--- config.mk ---
export PLATFORM = sky130hd
export DESIGN_NAME = dma_copy
export DESIGN_NICKNAME = d
export VERILOG_FILES = /design/src/rtl/dma_copy.sv
export SDC_FILE = /design/constraint.sdc
export NUM_CORES = 1
export LEC_CHECK = 0
export ABC_AREA = 1
export ABC_CLOCK_PERIOD_IN_PS = 4800
export CELL_PAD_IN_SITES_DETAIL_PLACEMENT = 1
export CELL_PAD_IN_SITES_GLOBAL_PLACEMENT = 1
export CORE_MARGIN = 4
export CORE_UTILIZATION = 33
export CTS_BUF_LIST = sky130_fd_sc_hd__clkbuf_4 sky130_fd_sc_hd__clkbuf_8
export CTS_CLUSTER_DIAMETER = 150
export CTS_CLUSTER_SIZE = 8
export DETAILED_ROUTE_END_ITERATION = 7
export PLACE_DENSITY = 0.78
export RECOVER_POWER = 50
export SLEW_MARGIN = 20
export SYNTH_ARGS = -nofsm -noshare
export SYNTH_HDL_FRONTEND = slang
export SYNTH_SLANG_ARGS = --single-unit
--- constraint.sdc ---
create_clock -name clk -period 4.8 [get_ports clk]
set_input_delay 1.2 -clock clk [delete_from_list [all_inputs] [get_ports clk]]
set_output_delay 1.2 -clock clk [all_outputs]
set_load 0.05 [all_outputs]
--- src/rtl/dma_copy.sv ---
// Single-channel word-copy DMA: register-programmed SRC/DST/LEN, one read then one write per word.
// Optional build macro DMA_FIXED_SRC_EN adds a fixed-source mode (CTRL bit 5) for FIFO-style sources.
module dma_copy (
    input  logic        clk,
    input  logic        rstn,
    output logic        irq,
    input  logic        dcs,
    input  logic        drd,
    input  logic        dwe,
    input  logic [3:0]  dwst,
    input  logic [31:0] dadrs,
    input  logic [31:0] din,
    output logic [31:0] dout,
    output logic        m_req,
    input  logic        m_gnt,
    output logic [31:0] m_adrs,
    output logic        m_rd,
    output logic        m_we,
    output logic [3:0]  m_wst,
    output logic [31:0] m_wdata,
    input  logic [31:0] m_rdata
);

    localparam logic [2:0] S_IDLE = 3'd0;
    localparam logic [2:0] S_REQ  = 3'd1;
    localparam logic [2:0] S_RD   = 3'd2;
    localparam logic [2:0] S_CAP  = 3'd3;
    localparam logic [2:0] S_WR   = 3'd4;
    localparam logic [2:0] S_DONE = 3'd5;

    logic [2:0]  state;
    logic [31:0] src_reg, dst_reg, len_reg;
    logic [31:0] cur_src, cur_dst, data_buf;
    logic [15:0] count;
    logic        ie, done, busy, fixsrc;
    logic        reg_we, ctrl_we, start;
    logic        rd_phase, wr_phase;
    logic [31:0] stat_word;
    logic        unused_adrs_bits;

    assign reg_we  = dcs & dwe & (dwst != 4'h0);
    assign ctrl_we = reg_we & (dadrs[3:2] == 2'd3);
    // A start is only honoured from IDLE; CTRL writes at other times still update ie/done.
    assign start   = ctrl_we & din[0] & (state == S_IDLE);
    assign unused_adrs_bits = ^{dadrs[31:4], dadrs[1:0]};

`ifdef DMA_FIXED_SRC_EN
    always_ff @(posedge clk or negedge rstn) begin
        if (!rstn) begin
            fixsrc <= 1'b0;
        end else if (ctrl_we) begin
            fixsrc <= din[5];
        end
    end
    assign stat_word = {26'b0, fixsrc, 2'b0, ie, done, busy};
`else
    assign fixsrc    = 1'b0;
    assign stat_word = {29'b0, ie, done, busy};
`endif

    always_ff @(posedge clk or negedge rstn) begin
        if (!rstn) begin
            src_reg <= 32'h0;
            dst_reg <= 32'h0;
            len_reg <= 32'h0;
        end else if (reg_we) begin
            case (dadrs[3:2])
                2'd0:    src_reg <= din;
                2'd1:    dst_reg <= din;
                2'd2:    len_reg <= din;
                default: ;
            endcase
        end
    end

    // done set in DONE takes priority over a same-cycle clear request.
    always_ff @(posedge clk or negedge rstn) begin
        if (!rstn) begin
            ie   <= 1'b0;
            done <= 1'b0;
            busy <= 1'b0;
        end else begin
            if (ctrl_we) begin
                ie <= din[1];
                if (din[3]) done <= 1'b0;
            end
            if (start) busy <= 1'b1;
            if (state == S_DONE) begin
                done <= 1'b1;
                busy <= 1'b0;
            end
        end
    end

    always_ff @(posedge clk or negedge rstn) begin
        if (!rstn) begin
            state    <= S_IDLE;
            cur_src  <= 32'h0;
            cur_dst  <= 32'h0;
            count    <= 16'h0;
            data_buf <= 32'h0;
        end else begin
            case (state)
                S_IDLE: if (start) begin
                    cur_src <= src_reg;
                    cur_dst <= dst_reg;
                    count   <= len_reg[15:0];
                    state   <= (len_reg[15:0] == 16'h0) ? S_DONE : S_REQ;
                end
                S_REQ:  if (m_gnt) state <= S_RD;
                S_RD:   if (m_gnt) state <= S_CAP;
                S_CAP: begin
                    data_buf <= m_rdata;
                    state    <= S_WR;
                end
                S_WR: if (m_gnt) begin
                    cur_src <= fixsrc ? cur_src : cur_src + 32'd4;
                    cur_dst <= cur_dst + 32'd4;
                    count   <= count - 16'd1;
                    state   <= (count != 16'd1) ? S_RD : S_DONE;
                end
                S_DONE:  state <= S_IDLE;
                default: state <= S_IDLE;
            endcase
        end
    end

    always_ff @(posedge clk or negedge rstn) begin
        if (!rstn) begin
            dout <= 32'h0;
        end else if (dcs & drd) begin
            case (dadrs[3:2])
                2'd0:    dout <= src_reg;
                2'd1:    dout <= dst_reg;
                2'd2:    dout <= len_reg;
                default: dout <= stat_word;
            endcase
        end
    end

    // Bus strobes are decoded from state so an asynchronous reset drops them at once.
    assign rd_phase = (state == S_RD) & m_gnt;
    assign wr_phase = (state == S_WR) & m_gnt;

    always_comb begin
        m_req   = (state == S_REQ) | (state == S_RD) | (state == S_CAP) | (state == S_WR);
        m_rd    = rd_phase;
        m_we    = wr_phase;
        m_wst   = wr_phase ? 4'hF : 4'h0;
        m_adrs  = 32'h0;
        m_wdata = 32'h0;
        if (rd_phase) m_adrs = cur_src;
        if (wr_phase) begin
            m_adrs  = cur_dst;
            m_wdata = data_buf;
        end
    end

    assign irq = done & ie;

endmodule

==> results.sh <==
export IMPL_grt_pass1_wl_mm=77.18
export IMPL_viasPerCell=5.095
export IMPL_synth_common_cells="nand2_1, nor2_1, dfrtp_1"
export IMPL_p_leak_nw=7.565
export IMPL_start_util_pct=33.43
export IMPL_wl_mm=49.39
export IMPL_synth_nets=2010
export IMPL_grt_usage_pct=22.12
export IMPL_maxCapViolCount=3
export IMPL_core_area_um2=39730
export IMPL_path_max_fanout=50
export IMPL_critPathLaunchType="input port"
export IMPL_ant_nets=0
export IMPL_p_int_mw=4.444
export IMPL_top_layer_used="met4"
export IMPL_synth_edff_count=0
export IMPL_synth_area_per_cell_um2=6.991
export IMPL_layout_min_cycle_time_ns=4.416
export IMPL_clockBufferDepth=3
export IMPL_fin_ws_ns=0.3843
export IMPL_portBuffers=179
export IMPL_finalSetupTns_ns=0
export IMPL_antenna_found_initial=0
export IMPL_initialDrtViolationCount=844
export IMPL_synthArstFlopShare_pct=100.0
export IMPL_ys_flop_type="dfrtp_1"
export IMPL_cts_resized=0
export IMPL_p_clk_share_pct=19.3
export IMPL_fmax_mhz=226.5
export IMPL_clkTransAtPathRegs_ns=0.06
export IMPL_rsz0062_at_grt="no"
export IMPL_yosysTopAreaCell="dfrtp_1"
export IMPL_pre_cts_ws_ns=0.3901
export IMPL_power_frac_seq_pct=41.3
export IMPL_gp_congestion=0.9705
export IMPL_synthMostInstantiatedCell="nand2_1"
export IMPL_violations="max-capacitance violations, max-slew violations"
export IMPL_nFillCells=4979
export IMPL_first_global_vias=13390
export IMPL_cts_buffers=36
export IMPL_wl_per_cell_um=19.14
export IMPL_h_tree_depth=2
export IMPL_clock_latency_ns=0.57
export IMPL_place_inst=2539
export IMPL_power_density_nw_per_um2=475.1
export IMPL_p_switching_mw=3.448
export IMPL_synth_seq_area_share_pct=46.35
export IMPL_finalHoldViolCount=0
export IMPL_num_rows=73
export IMPL_synth_seq_cells=246
export IMPL_dr_wl_met2_mm=22.65
export IMPL_setup_viol=0
export IMPL_worst_pin_slew_ns=2.755
export IMPL_gr_total_overflow=0
export IMPL_syn2layout_area_growth_pct=25.06
export IMPL_dr_wl_met3_mm=2.257
export IMPL_path_class="input port to output pin"
export IMPL_crit_arrival_ns=3.22
export IMPL_ys_warn_count=0
export IMPL_final_nets=2163
export IMPL_post_cts_buffers=0
export IMPL_slew_violations=229
export IMPL_io_pin_count=210
export IMPL_drive_gt1_share_pct=6.959
export IMPL_cts_sinks=246
export IMPL_cts_tree="built"
export IMPL_grt_max_degree=99
export IMPL_antenna_cells=0
export IMPL_syn_inst=1900
export IMPL_hp_class="flip-flop to flip-flop"
export IMPL_first_pass_iters=5
export IMPL_comb_power_share_pct=39.4
export IMPL_die_w_um=208.6
export IMPL_fin_skew_ns=0.02320
export IMPL_dr_total_vias=13150
export IMPL_cts_root_buffer_cell="clkbuf_8"
export IMPL_netlist_top_cells_area="dfrtp_1, nand2_1, nor2_1, o21ai_0, nand3_1"
export IMPL_fin_cells=2580
export IMPL_die_area_um2=43520
export IMPL_hold_buffers=0
export IMPL_worstSetupEndpointType="output pin"
export IMPL_die_h_um=208.6
export IMPL_status="finished with violations"
export IMPL_synth_top_area_share_pct=46.35
export IMPL_required_ns=3.60
export IMPL_p_sw_share_pct=43.69
export IMPL_met1Wirelength_mm=23.44
export IMPL_peakVddDrop_v=0.0002067
export IMPL_drc_errors=0
export IMPL_netlist_area_um2=13280
export IMPL_synth_distinct_cells=32
export IMPL_slew_headroom_pct=-83.66
export IMPL_fin_crit_sh_pct=91.99
export IMPL_dp_hpwl_mm=36.30
-- power groups by stage --
stage	Clock [mW]	Combinational (mW)	Sequential (mW)
6_report	1.52	3.11	3.26
5_1_grt	1.68	3.44	3.36
4_1_cts	1.58	3.11	3.25
3_5_place_dp	0	3.09	3.28
3_3_place_gp	0	2.99	3.25
2_1_floorplan	0	1.86	3.28
-- per-stage QoR --
stage          hold WS (ns)  instance area (um^2)  utilization [%]  power [mW]
4_1_cts              0.4856                 16660            41.92       7.947
2_1_floorplan        0.4422                 13280                -       5.135
3_5_place_dp         0.4678                 16120            40.57       6.375
6_report             0.4865                 16610            41.81       7.892
3_3_place_gp         0.4575                 16120            40.57       6.240
5_1_grt              0.5037                 16610            41.81       8.476
-- path summary, 6_finish.rpt --
path / slack, ns / end / cells after the start / start
max in group asynchronous: 0.79 / len_reg[31]$_DFFE_PN0P_ / 2 / rstn
min in group asynchronous: 1.48 / cur_dst[23]$_DFFE_PN0P_ / 1 / rstn
max reg2reg: 1.71 / state[2]$_DFFE_PN0P_ / 6 / state[2]$_DFFE_PN0P_
max: 0.38 / m_adrs[4] / 6 / m_gnt
min: 0.49 / len_reg[20]$_DFFE_PN0P_ / 2 / len_reg[20]$_DFFE_PN0P_
min reg2reg: 0.49 / len_reg[20]$_DFFE_PN0P_ / 2 / len_reg[20]$_DFFE_PN0P_
-- critical path: stages --
cell and delay [ns]:
clkdlybuf4s50_1 0.51, inv_1 0.11, nor2_4 0.27, inv_2 0.38, o22ai_1 0.49, buf_12 0.19
-- cells in the final DEF (no fill, tap or decap), types with 3 or more instances in the layout --
cell type | Yosys | final
clkdlybuf4s50_1 | 0 | 115
nor2_4 | 6 | 5
a21oi_1 | 46 | 46
clkbuf_1 | 36 | 3
nand2_1 | 665 | 666
a221oi_1 | 6 | 6
buf_4 | 7 | 11
clkbuf_2 | 0 | 3
dfrtp_1 | 246 | 246
ha_1 | 4 | 4
o22ai_1 | 32 | 32
nand3_1 | 147 | 148
inv_1 | 184 | 185
nand4_1 | 4 | 5
o21ai_0 | 173 | 173
xor2_1 | 4 | 4
clkbuf_8 | 0 | 38
buf_12 | 0 | 64
nor2_1 | 256 | 257
or2_2 | 10 | 10
o21ai_1 | 12 | 12
nand3_2 | 4 | 3
-- logic make-up after synthesis --
| group | synth area share [%] |
|---|---|
| buffers and inverters | 8.506 |
| xor gates and xnor gates | 0.3956 |
| AOI/OAI and AO/OA | 10.91 |
| and+or+nand+nor | 33.47 |
| adders and majority gates | 0.3768 |
| DFF | 46.35 |
-- layer usage --
layer | vias up | GRT usage, %
met5 | - | 0
met4 | 0 | 5.333
met3 | 64 | 3.213
met2 | 276 | 35.18
met1 | 6528 | 32.07
li1 | 6277 | -
-- final cells by class --
cell class	count	area, um^2	area share, %
flip-flops and latches	246	6156	37.06
multi-input cells	1383	5971	35.94
repair buffers	199	2586	15.57
inverters	187	703.2	4.233
well taps	525	656.9	3.955
clock buffers	38	523.0	3.149
clock inverters	2	15.01	0.09039
No activity file was read; power rests on OpenSTA's default activity.
